$ cat src/rtl/const_pkg.sv
// Shared constants, state encoding and response helpers for the AXI-Lite to MMIO slot bridge.
package const_pkg;

    localparam int unsigned AXI_ADDR_W = 32;
    localparam int unsigned AXI_DATA_W = 32;
    localparam int unsigned AXI_STRB_W = AXI_DATA_W / 8;
    localparam int unsigned REG_ADDR_W = 8;
    localparam int unsigned TMO_CNT_W  = 16;

    localparam logic [1:0] AXI_RESP_OKAY   = 2'b00;
    localparam logic [1:0] AXI_RESP_EXOKAY = 2'b01;
    localparam logic [1:0] AXI_RESP_SLVERR = 2'b10;
    localparam logic [1:0] AXI_RESP_DECERR = 2'b11;

    typedef enum logic [2:0] {
        ST_IDLE      = 3'd0,
        ST_WR_ADDR   = 3'd1,
        ST_WR_DATA   = 3'd2,
        ST_WR_ACCESS = 3'd3,
        ST_WR_RESP   = 3'd4,
        ST_RD_ACCESS = 3'd5,
        ST_RD_RESP   = 3'd6
    } axi_mmio_bridge_state_t;

    // Slave error outranks decode error; neither means OKAY.
    function automatic logic [1:0] resp_sel(input logic slv_err, input logic dec_err);
        if (slv_err) begin
            return AXI_RESP_SLVERR;
        end
        if (dec_err) begin
            return AXI_RESP_DECERR;
        end
        return AXI_RESP_OKAY;
    endfunction

endpackage

$ cat src/rtl/mmio_timeout_counter.sv
// Saturating access-cycle counter; expired_o flags the last allowed cycle of a slot access.
module mmio_timeout_counter
    import const_pkg::*;
#(
    parameter int unsigned LIMIT = 1024
) (
    input  logic clk_i,
    input  logic rst_i,
    input  logic clear_i,
    input  logic en_i,
    output logic expired_o
);

    localparam logic [TMO_CNT_W-1:0] LAST = TMO_CNT_W'(LIMIT - 1);

    logic [TMO_CNT_W-1:0] cnt_q;

    always_ff @(posedge clk_i) begin
        if (rst_i || clear_i) begin
            cnt_q <= '0;
        end else if (en_i && (cnt_q < LAST)) begin
            cnt_q <= cnt_q + TMO_CNT_W'(1);
        end
    end

    // Access cycle N sees cnt_q == N-1, so this fires on cycle LIMIT.
    assign expired_o = en_i && (cnt_q >= LAST);

endmodule

$ cat src/rtl/axi_mmio_bridge.sv
// AXI4-Lite slave that decodes a 64 KiB window into NUM_SLOTS MMIO slots with done/error handshakes.
module axi_mmio_bridge
    import const_pkg::*;
#(
    parameter int unsigned NUM_SLOTS = 16,
    parameter logic [15:0] BASE_HI   = 16'h4600,
    parameter int unsigned TIMEOUT   = 1024
) (
    input  logic                                 aclk,
    input  logic                                 arst,
    input  logic [AXI_ADDR_W-1:0]                S_AXI_awaddr,
    input  logic [2:0]                           S_AXI_awprot,
    input  logic                                 S_AXI_awvalid,
    output logic                                 S_AXI_awready,
    input  logic [AXI_DATA_W-1:0]                S_AXI_wdata,
    input  logic [AXI_STRB_W-1:0]                S_AXI_wstrb,
    input  logic                                 S_AXI_wvalid,
    output logic                                 S_AXI_wready,
    output logic [1:0]                           S_AXI_bresp,
    output logic                                 S_AXI_bvalid,
    input  logic                                 S_AXI_bready,
    input  logic [AXI_ADDR_W-1:0]                S_AXI_araddr,
    input  logic [2:0]                           S_AXI_arprot,
    input  logic                                 S_AXI_arvalid,
    output logic                                 S_AXI_arready,
    output logic [AXI_DATA_W-1:0]                S_AXI_rdata,
    output logic [1:0]                           S_AXI_rresp,
    output logic                                 S_AXI_rvalid,
    input  logic                                 S_AXI_rready,
    output logic [NUM_SLOTS-1:0]                 slot_chip_select,
    output logic                                 read,
    output logic                                 write,
    output logic [REG_ADDR_W-1:0]                reg_addr,
    output logic [AXI_DATA_W-1:0]                slot_wr_data,
    output logic [AXI_STRB_W-1:0]                slot_wr_strb,
    input  logic [NUM_SLOTS-1:0][AXI_DATA_W-1:0] slot_rd_data,
    input  logic [NUM_SLOTS-1:0]                 slot_wr_done,
    input  logic [NUM_SLOTS-1:0]                 slot_rd_done,
    input  logic [NUM_SLOTS-1:0]                 slot_slave_error,
    input  logic [NUM_SLOTS-1:0]                 slot_decode_error,
    output logic                                 transaction_completed
);

    localparam int unsigned SLOT_W = (NUM_SLOTS > 1) ? $clog2(NUM_SLOTS) : 1;
    localparam logic [NUM_SLOTS-1:0] CS_ONE = NUM_SLOTS'(1);

    axi_mmio_bridge_state_t state_q;

    logic [AXI_ADDR_W-1:0] addr_q;
    logic [AXI_DATA_W-1:0] wdata_q;
    logic [AXI_STRB_W-1:0] wstrb_q;
    logic [AXI_DATA_W-1:0] rdata_q;
    logic [1:0]            bresp_q;
    logic [1:0]            rresp_q;
    logic                  bvalid_q;
    logic                  rvalid_q;
    logic                  read_q;
    logic                  write_q;
    logic [NUM_SLOTS-1:0]  cs_q;
    logic                  rr_q;

    logic                  awready_c, wready_c, arready_c, rd_win_c;
    logic                  aw_hs_c, w_hs_c, ar_hs_c, wr_launch_c;
    logic [AXI_ADDR_W-1:0] wr_addr_c;
    logic [AXI_DATA_W-1:0] wr_data_c;
    logic [AXI_STRB_W-1:0] wr_strb_c;
    logic [SLOT_W-1:0]     slot_c;
    logic                  in_access_c, tmo_expired_c;

    function automatic logic in_range(input logic [AXI_ADDR_W-1:0] a);
        return (a[31:16] == BASE_HI) && (32'(a[15:8]) < NUM_SLOTS);
    endfunction

    // Channel readies; the loser of an AW/AR tie sees ready low, and W is
    // held off while a read is being granted so no write data is stranded.
    always_comb begin
        awready_c = 1'b0;
        wready_c  = 1'b0;
        arready_c = 1'b0;
        rd_win_c  = S_AXI_arvalid && (!S_AXI_awvalid || rr_q);
        if (!arst) begin
            case (state_q)
                ST_IDLE: begin
                    awready_c = !(S_AXI_arvalid && S_AXI_awvalid && rr_q);
                    arready_c = !(S_AXI_arvalid && S_AXI_awvalid && !rr_q);
                    wready_c  = !rd_win_c;
                end
                ST_WR_ADDR: awready_c = 1'b1;
                ST_WR_DATA: wready_c  = 1'b1;
                default: ;
            endcase
        end
    end

    assign aw_hs_c = S_AXI_awvalid && awready_c;
    assign w_hs_c  = S_AXI_wvalid  && wready_c;
    assign ar_hs_c = S_AXI_arvalid && arready_c;

    assign wr_addr_c   = (state_q == ST_WR_DATA) ? addr_q  : S_AXI_awaddr;
    assign wr_data_c   = (state_q == ST_WR_ADDR) ? wdata_q : S_AXI_wdata;
    assign wr_strb_c   = (state_q == ST_WR_ADDR) ? wstrb_q : S_AXI_wstrb;
    assign wr_launch_c = ((state_q == ST_IDLE)    && aw_hs_c && w_hs_c) ||
                         ((state_q == ST_WR_ADDR) && aw_hs_c) ||
                         ((state_q == ST_WR_DATA) && w_hs_c);

    assign slot_c      = addr_q[8 +: SLOT_W];
    assign in_access_c = (state_q == ST_WR_ACCESS) || (state_q == ST_RD_ACCESS);

    mmio_timeout_counter #(
        .LIMIT (TIMEOUT)
    ) u_tmo (
        .clk_i     (aclk),
        .rst_i     (arst),
        .clear_i   (!in_access_c),
        .en_i      (in_access_c),
        .expired_o (tmo_expired_c)
    );

    always_ff @(posedge aclk) begin
        if (arst) begin
            state_q  <= ST_IDLE;
            addr_q   <= '0;
            wdata_q  <= '0;
            wstrb_q  <= '0;
            rdata_q  <= '0;
            bresp_q  <= AXI_RESP_OKAY;
            rresp_q  <= AXI_RESP_OKAY;
            bvalid_q <= 1'b0;
            rvalid_q <= 1'b0;
            read_q   <= 1'b0;
            write_q  <= 1'b0;
            cs_q     <= '0;
            rr_q     <= 1'b0;
        end else begin
            if ((state_q == ST_IDLE) && (ar_hs_c || aw_hs_c || w_hs_c)) begin
                rr_q <= !rr_q;
            end
            case (state_q)
                ST_IDLE, ST_WR_ADDR, ST_WR_DATA: begin
                    if (ar_hs_c) begin
                        addr_q <= S_AXI_araddr;
                        if (in_range(S_AXI_araddr)) begin
                            cs_q    <= CS_ONE << S_AXI_araddr[8 +: SLOT_W];
                            read_q  <= 1'b1;
                            state_q <= ST_RD_ACCESS;
                        end else begin
                            rdata_q  <= '0;
                            rresp_q  <= AXI_RESP_DECERR;
                            rvalid_q <= 1'b1;
                            state_q  <= ST_RD_RESP;
                        end
                    end else if (wr_launch_c) begin
                        addr_q  <= wr_addr_c;
                        wdata_q <= wr_data_c;
                        wstrb_q <= wr_strb_c;
                        if (in_range(wr_addr_c)) begin
                            cs_q    <= CS_ONE << wr_addr_c[8 +: SLOT_W];
                            write_q <= 1'b1;
                            state_q <= ST_WR_ACCESS;
                        end else begin
                            bresp_q  <= AXI_RESP_DECERR;
                            bvalid_q <= 1'b1;
                            state_q  <= ST_WR_RESP;
                        end
                    end else if (aw_hs_c) begin
                        addr_q  <= S_AXI_awaddr;
                        state_q <= ST_WR_DATA;
                    end else if (w_hs_c) begin
                        wdata_q <= S_AXI_wdata;
                        wstrb_q <= S_AXI_wstrb;
                        state_q <= ST_WR_ADDR;
                    end
                end
                ST_WR_ACCESS: begin
                    if (slot_wr_done[slot_c] || tmo_expired_c) begin
                        bresp_q  <= slot_wr_done[slot_c]
                                    ? resp_sel(slot_slave_error[slot_c], slot_decode_error[slot_c])
                                    : AXI_RESP_SLVERR;
                        bvalid_q <= 1'b1;
                        cs_q     <= '0;
                        write_q  <= 1'b0;
                        state_q  <= ST_WR_RESP;
                    end
                end
                ST_RD_ACCESS: begin
                    if (slot_rd_done[slot_c]) begin
                        rdata_q <= slot_rd_data[slot_c];
                        rresp_q <= resp_sel(slot_slave_error[slot_c], slot_decode_error[slot_c]);
                    end else begin
                        rdata_q <= '0;
                        rresp_q <= AXI_RESP_SLVERR;
                    end
                    if (slot_rd_done[slot_c] || tmo_expired_c) begin
                        rvalid_q <= 1'b1;
                        cs_q     <= '0;
                        read_q   <= 1'b0;
                        state_q  <= ST_RD_RESP;
                    end
                end
                ST_WR_RESP: begin
                    if (S_AXI_bready) begin
                        bvalid_q <= 1'b0;
                        state_q  <= ST_IDLE;
                    end
                end
                ST_RD_RESP: begin
                    if (S_AXI_rready) begin
                        rvalid_q <= 1'b0;
                        state_q  <= ST_IDLE;
                    end
                end
                default: state_q <= ST_IDLE;
            endcase
        end
    end

    assign S_AXI_awready         = awready_c;
    assign S_AXI_wready          = wready_c;
    assign S_AXI_arready         = arready_c;
    assign S_AXI_bresp           = bresp_q;
    assign S_AXI_bvalid          = bvalid_q;
    assign S_AXI_rdata           = rdata_q;
    assign S_AXI_rresp           = rresp_q;
    assign S_AXI_rvalid          = rvalid_q;
    assign slot_chip_select      = cs_q;
    assign read                  = read_q;
    assign write                 = write_q;
    assign reg_addr              = addr_q[REG_ADDR_W-1:0];
    assign slot_wr_data          = wdata_q;
    assign slot_wr_strb          = wstrb_q;
    assign transaction_completed = (bvalid_q && S_AXI_bready) || (rvalid_q && S_AXI_rready);

    logic unused_c;
    assign unused_c = ^{S_AXI_awprot, S_AXI_arprot, addr_q};

endmodule

$ cat config.mk
export PLATFORM = sky130hd
export DESIGN_NAME = axi_mmio_bridge
export DESIGN_NICKNAME = d
export VERILOG_FILES = /design/src/rtl/const_pkg.sv /design/src/rtl/mmio_timeout_counter.sv /design/src/rtl/axi_mmio_bridge.sv
export SDC_FILE = /design/constraint.sdc
export NUM_CORES = 1
export LEC_CHECK = 0
export ABC_AREA = 1
export CAP_MARGIN = 20
export CORE_AREA = 5 5 309 311
export CTS_BUF_LIST = sky130_fd_sc_hd__clkbuf_16
export DETAILED_ROUTE_END_ITERATION = 7
export DIE_AREA = 0 0 314 316
export GPL_TIMING_DRIVEN = 0
export HOLD_SLACK_MARGIN = 0.15
export PLACE_DENSITY_LB_ADDON = 0.15
export SYNTH_ARGS = -nofsm -noshare
export SYNTH_HDL_FRONTEND = slang
export SYNTH_SLANG_ARGS = --single-unit
$ cat constraint.sdc
create_clock -name aclk -period 2.5 [get_ports aclk]
set_input_delay 0.625 -clock aclk [delete_from_list [all_inputs] [get_ports aclk]]
set_output_delay 0.625 -clock aclk [all_outputs]
set_load 0.02 [all_outputs]
==> results.json, run 1 <==
{
  "viasPerCell": 4.51,
  "grt_pass1_vias": 18400,
  "rsz0062_at_grt": "true",
  "synth_nets": 2712,
  "antenna_found_initial": 56,
  "p_sw_mw": 13.6,
  "clk_latency_ns": 0.49,
  "netlist_area_mm2": 0.0117,
  "setup_viol": 0,
  "synth_top_area_frac": 0.246,
  "placed_area_mm2": 0.0211,
  "hold_path_class": "reg -> reg",
  "vdd_drop_max_v": 0.000317,
  "path_clk_slew_ns": 0.07,
  "max_slew_margin": 0.447,
  "drtIter0Drc": 1297,
  "num_vias": 18400,
  "die_width_um": 314,
  "period_minus_slack_ns": 2.43,
  "cts_tree": "built",
  "synth_top_area_cell": "dfxtp_1",
  "power_frac_comb": 0.747,
  "power_density_mw_per_mm2": 1050,
  "path_cells": "clkinv_4 > buf_8 > buf_4 > clkbuf_2 > o21ai_0 > o221ai_1 > o21ai_0 > nand2_1 > nand3_1 > a21oi_1",
  "cts_buffer_depth": 2,
  "fmax_ghz": 0.412,
  "cp.arrival_ns": 2.76,
  "grt.overflow.total": 0,
  "gp_congestion": 0.957,
  "swShare": 0.571,
  "drv_slew": 0,
  "ctsHoldBuffers": 0,
  "p_seq_frac": 0.135,
  "total_power_mw": 23.7,
  "slowest_delay_ns": 0.48,
  "grt_pass1_wl_um": 157000,
  "finalWirelength_um": 120000,
  "numCtsBuffers": 17,
  "synth_area_leaders": "dfxtp_1 (25%), o21ai_0 (16%), nor2_1 (13%), nand2_1 (11%), nand3_1 (5.2%)",
  "yosys-top-cells-count": "nor2_1 (421), o21ai_0 (385), nand2_1 (345)",
  "dp_hpwl_um": 101000,
  "tightestPinTransition_ns": 0.829,
  "path_max_fanout": 10,
  "synth.avg_cell_area_um2": 5.79,
  "skew_ns": 0.0195,
  "root_buffer": "clkbuf_16",
  "clkPwrFrac": 0.118,
  "dp_cells": 4008,
  "crit_top_cell": "o21ai_0",
  "grtUsageTotal": 0.230,
  "ant_nets": 0,
  "htree_levels": 4,
  "die_h_um": 316,
  "io_pins": 793,
  "die-area_mm2": 0.0992,
  "fp.coreArea_mm2": 0.0925,
  "crit_required_ns": 2.83,
  "synthToLayoutAreaGrowth_pct": 92.4,
  "synthArstFlopShare": 0,
  "setup.worst_path.start_class": "flip-flop",
  "path_class": "reg -> reg",
  "drive_above_1_share": 0.0923,
  "stdcell_area_mm2": 0.0225,
  "drc_errors": 0,
  "slowest_stage": "o21ai_0",
  "p_leak_nw": 8.42,
  "firstDrtPassIters": 5,
  "maxCapViolations": 0,
  "synthCells": 2022,
  "io_buffers": 786,
  "grt_max_degree": 17,
  "ys_seq_elements": 144,
  "post-route-util": 0.244,
  "nNetsFinal": 3527,
  "routedWlPerCell_um": 29.4,
  "cts.sinks": 144,
  "ys_types": 38,
  "outcome": "finished clean",
  "hold_viol": 0,
  "internal-power_mw": 10.2,
  "start_util": 0.127,
  "synth_edf_count": 0,
  "num_rows": 112,
  "ys_seq_area_frac": 0.246,
  "synth-main-ff-cell": "dfxtp_1",
  "yosys_warnings": 0,
  "fill_cells": 10500,
  "end_kind": "flip-flop",
  "yosysMostFrequentCell": "nor2_1",
  "fin_crit_sh": 0.971,
  "finalNonFillerCells": 4075
}
[state kept, by name (all words and copies together) (netlist names)]
signal,cells
S_AXI_rdata,32
addr_q,32
slot_wr_data,32
slot_chip_select,16
u_tmo.cnt_q,16
slot_wr_strb,4
state_q,3
S_AXI_bresp,2
S_AXI_rresp,2
S_AXI_bvalid,1
S_AXI_rvalid,1
read,1
rr_q,1
write,1
[power groups by stage]
stage / Combinational (mW) / Clock (mW) / Sequential (mW)
floorplan: 7.91 / 0 / 3.50
global placement: 16.7 / 0 / 3.26
detailed placement: 16.7 / 0 / 3.26
CTS: 17.6 / 2.90 / 3.24
global route: 19.0 / 2.97 / 3.30
finish: 17.7 / 2.80 / 3.22
[worst paths after layout]
check	from	end	slack [ns]	depth (start not counted)
setup / recovery	addr_q[8]$_SDFFE_PP0P_	S_AXI_rdata[13]$_SDFFE_PP0P_	0.07	10
hold / removal	u_tmo.cnt_q[10]$_SDFFE_PP0P_	u_tmo.cnt_q[10]$_SDFFE_PP0P_	0.43	2
setup reg to reg	addr_q[8]$_SDFFE_PP0P_	S_AXI_rdata[13]$_SDFFE_PP0P_	0.07	10
hold reg to reg	u_tmo.cnt_q[10]$_SDFFE_PP0P_	u_tmo.cnt_q[10]$_SDFFE_PP0P_	0.43	2
[layout make-up]
cell class | instances | area (µm²) | share of cell area
Timing Repair Buffer | 796 | 7970 | 0.354
Multi-Input combinational cell | 1600 | 7880 | 0.350
Sequential cell | 144 | 2890 | 0.128
Tap cell | 1197 | 1500 | 0.0665
Buffer | 179 | 1240 | 0.0552
Clock buffer | 17 | 425 | 0.0189
Inverter | 99 | 380 | 0.0169
Clock inverter | 15 | 171 | 0.00761
Antenna cell | 28 | 70.1 | 0.00311
[cell usage in the layout, fill, tap and decap left out, types with 17 or more instances in the layout]
master	netlist	final
nor2_1	421	414
nand3_1	122	115
o21ai_0	385	356
clkdlybuf4s50_1	0	779
clkbuf_4	0	29
clkbuf_2	0	27
clkbuf_1	106	46
clkbuf_16	0	17
buf_4	20	33
o221ai_1	63	60
nand2_1	345	342
o211ai_1	21	21
o22ai_1	75	61
dfxtp_1	144	140
o21ai_1	21	38
diode_2	0	28
inv_1	87	83
a21oi_1	68	67
nand4_1	30	30
buf_6	8	23
[layer usage]
metal	part of all wire	vias up	track usage
met5	0.0011	-	0
met4	0.035	20	0.0795
met3	0.078	176	0.0643
met2	0.50	791	0.416
met1	0.38	8778	0.259
li1	-	8613	-
[per-stage QoR]
stage,setup TNS [ns],worst slack (ns),hold slack [ns]
3_5_place_dp,-101.42,-1.62,0.421
4_1_cts,-0.00346,-0.00346,0.432
5_1_grt,-0.0316,-0.0112,0.443
3_3_place_gp,-127.96,-2.13,0.419
2_1_floorplan,0,0.459,0.408
6_report,0,0.0723,0.427
[logic make-up after synthesis]
kind of cell / Yosys count / synth area share
AOI/OAI and AO/OA: 652 / 0.315
xor gates and xnor gates: 1 / 0.000748
adders and majority gates: 1 / 0.00107
buffers and inverters: 278 / 0.105
DFF: 144 / 0.246
and+or+nand+nor: 946 / 0.332
[what timing repair did]
item | 4_1_cts | 5_1_grt
setup buffers | 5 | 2
pin swaps | 3 | 1
endpoints found under the setup margin | 68 | 89
resized for setup | 221 | 73
[critical path, delay by kind of cell (launching register included)]
family	cells	cell delay, ns
DFF	1	0.39
and+or+nand+nor	2	0.23
AOI/OAI and AO/OA	4	0.88
buffers and inverters	4	0.78
No activity file was read; power rests on OpenSTA's default activity.
==> run 2, diff against run 1 <==
--- a/config.mk
+++ b/config.mk
@@ -7,10 +7,10 @@
 export LEC_CHECK = 0
 export ABC_AREA = 1
 export CAP_MARGIN = 20
-export CORE_AREA = 5 5 309 311
+export CORE_AREA = 2 2 306 308
 export CTS_BUF_LIST = sky130_fd_sc_hd__clkbuf_16
 export DETAILED_ROUTE_END_ITERATION = 7
-export DIE_AREA = 0 0 314 316
+export DIE_AREA = 0 0 308 310
 export GPL_TIMING_DRIVEN = 0
 export HOLD_SLACK_MARGIN = 0.15
 export PLACE_DENSITY_LB_ADDON = 0.15
==> run 2 against run 1 <==
Non-clock buffer count up 4. Total power about the same. Design area up 0.28%. Cell count up 0.32%. Critical path type unchanged. Sequential power about the same. Maximum frequency down 1.9%. Critical path depth up 2. Largest cell class unchanged. Sequential cell count unchanged. Clock skew up 0.0012 ns. Combinational power about the same. Register-to-register slack worse by 0.05 ns. Worst setup slack worse by 0.046 ns.
==> results.json, run 2 (synthesized netlist as in run 1, its figures left out) <==
{
  "use_met3": 0.0565,
  "max_slew_margin": 0.427,
  "rr_worst_depth": 12,
  "cts_buffer_depth": 2,
  "num_vias": 18400,
  "routedWlPerCell_um": 28.9,
  "slowest_stage": "o21ai_0",
  "fmax_ghz": 0.404,
  "met2_usage": 0.417,
  "io_buffers": 786,
  "cts.sinks": 144,
  "maxCapViolations": 0,
  "cp.depth": 12,
  "crit_required_ns": 2.82,
  "total_power_mw": 23.8,
  "grtUsageTotal": 0.238,
  "outcome": "finished clean",
  "grtUsageMet1": 0.273,
  "rsz0062_at_grt": "true",
  "slowest_delay_ns": 0.41,
  "hold_path_class": "reg -> reg",
  "period_minus_slack_ns": 2.47,
  "vdd_drop_max_v": 0.000386,
  "finalNonFillerCells": 4088,
  "synthToLayoutAreaGrowth_pct": 92.9,
  "finalWirelength_um": 118000,
  "antenna_found_initial": 54,
  "num_rows": 112,
  "drtIter0Drc": 1372,
  "setup_tns_ns": 0,
  "ctsHoldBuffers": 0,
  "drc_errors": 0,
  "setup.worst_path.start_class": "flip-flop",
  "root_buffer": "clkbuf_16",
  "grt.overflow.total": 0,
  "path_cells": "buf_6 > inv_2 > buf_6 > buf_12 > buf_12 > clkbuf_8 > o21ai_0 > o22ai_1 > o21ai_0 > nand2_1 > nand3_1 > a21oi_1",
  "final_cell_mix": "clkdlybuf4s50_1 (778), nor2_1 (418), o21ai_0 (352), nand2_1 (344), dfxtp_1 (140)",
  "viasPerCell": 4.49,
  "drive_above_1_share": 0.0893,
  "dp_hpwl_um": 98900,
  "path_clk_slew_ns": 0.08,
  "die-area_mm2": 0.0955,
  "dp_cells": 4009,
  "numCtsBuffers": 17,
  "end_kind": "flip-flop",
  "grt_pass1_vias": 18300,
  "fin_crit_sh": 0.990,
  "grt_max_degree": 17,
  "min_path_cells": 2,
  "p_leak_nw": 8.45,
  "start_util": 0.127,
  "tightestPinTransition_ns": 0.859,
  "fp.coreArea_mm2": 0.0925,
  "die_h_um": 310,
  "cp.arrival_ns": 2.79,
  "path_max_fanout": 10,
  "grt_busiest_layer": "met2",
  "cts_tree": "built",
  "layout_commonest_cell": "clkdlybuf4s50_1",
  "clk_latency_ns": 0.47,
  "io_pins": 793,
  "gp_congestion": 0.936,
  "path_class": "reg -> reg",
  "crit_family": "buffers and inverters",
  "firstDrtPassIters": 5,
  "power_density_mw_per_mm2": 1050,
  "hold_viol": 0,
  "skew_ns": 0.0207,
  "nNetsFinal": 3531,
  "grt_pass1_wl_um": 155000,
  "die_width_um": 308,
  "timing.hold.ws_ns": 0.431,
  "post-route-util": 0.244,
  "worst-path-buf-inv": 6,
  "setup_viol": 0,
  "ant_nets": 0,
  "htree_levels": 4,
  "drv_slew": 0
}
## run 2: what timing repair did
action | 4_1_cts | 5_1_grt
gates cloned | 0 | 1
buffers inserted | 5 | 4
pin swaps | 4 | 4
setup endpoints to repair | 74 | 73
gates resized for setup | 227 | 51
## run 2: path summary, 6_finish.rpt
kind	end	slack (ns)	from
hold / removal	u_tmo.cnt_q[11]$_SDFFE_PP0P_	0.43	u_tmo.cnt_q[11]$_SDFFE_PP0P_
hold reg to reg	u_tmo.cnt_q[11]$_SDFFE_PP0P_	0.43	u_tmo.cnt_q[11]$_SDFFE_PP0P_
setup reg to reg	S_AXI_rdata[8]$_SDFFE_PP0P_	0.03	addr_q[9]$_SDFFE_PP0P_
setup / recovery	S_AXI_rdata[8]$_SDFFE_PP0P_	0.03	addr_q[9]$_SDFFE_PP0P_
## run 2: final cells by class
| cell class | count | area [µm²] |
|---|---|---|
| Tap cell | 1197 | 1500 |
| Inverter | 99 | 380 |
| Multi-Input combinational cell | 1600 | 7870 |
| Buffer | 179 | 1220 |
| Sequential cell | 144 | 2890 |
| Clock inverter | 15 | 195 |
| Fill cell | 10600 | 69900 |
| Antenna cell | 37 | 92.6 |
| Clock buffer | 17 | 425 |
| Timing Repair Buffer | 800 | 8020 |
## run 2: per-layer routing
metal	share of wire	vias up	wire (µm)
li1	-	8652	-
met2	0.49	747	58500
met1	0.40	8816	46800
met4	0.039	10	4650
met3	0.070	143	8260
met5	0.00058	-	69
## run 2: power breakdown
part,total (mW),leakage (nW),switching [mW],internal [mW]
combinational,17.7,6.97,11.9,5.82
sequential,3.25,1.18,0.381,2.87
clock,2.82,0.301,1.30,1.52
total,23.8,8.45,13.5,10.2
## run 2: per-stage QoR
step / setup WS [ns] / area, µm²
after floorplan: 0.459 / 11700
after global routing: -0.00969 / 22600
after CTS: 0.00622 / 22300
after detailed placement: -1.47 / 21100
final: 0.0258 / 22600
after global placement: -2.03 / 21100
## run 2: tightest hold or removal path, stage by stage (launching register included)
cell and delay [ns]:
dfxtp_1 0.31, inv_1 0.05, nor2_1 0.03
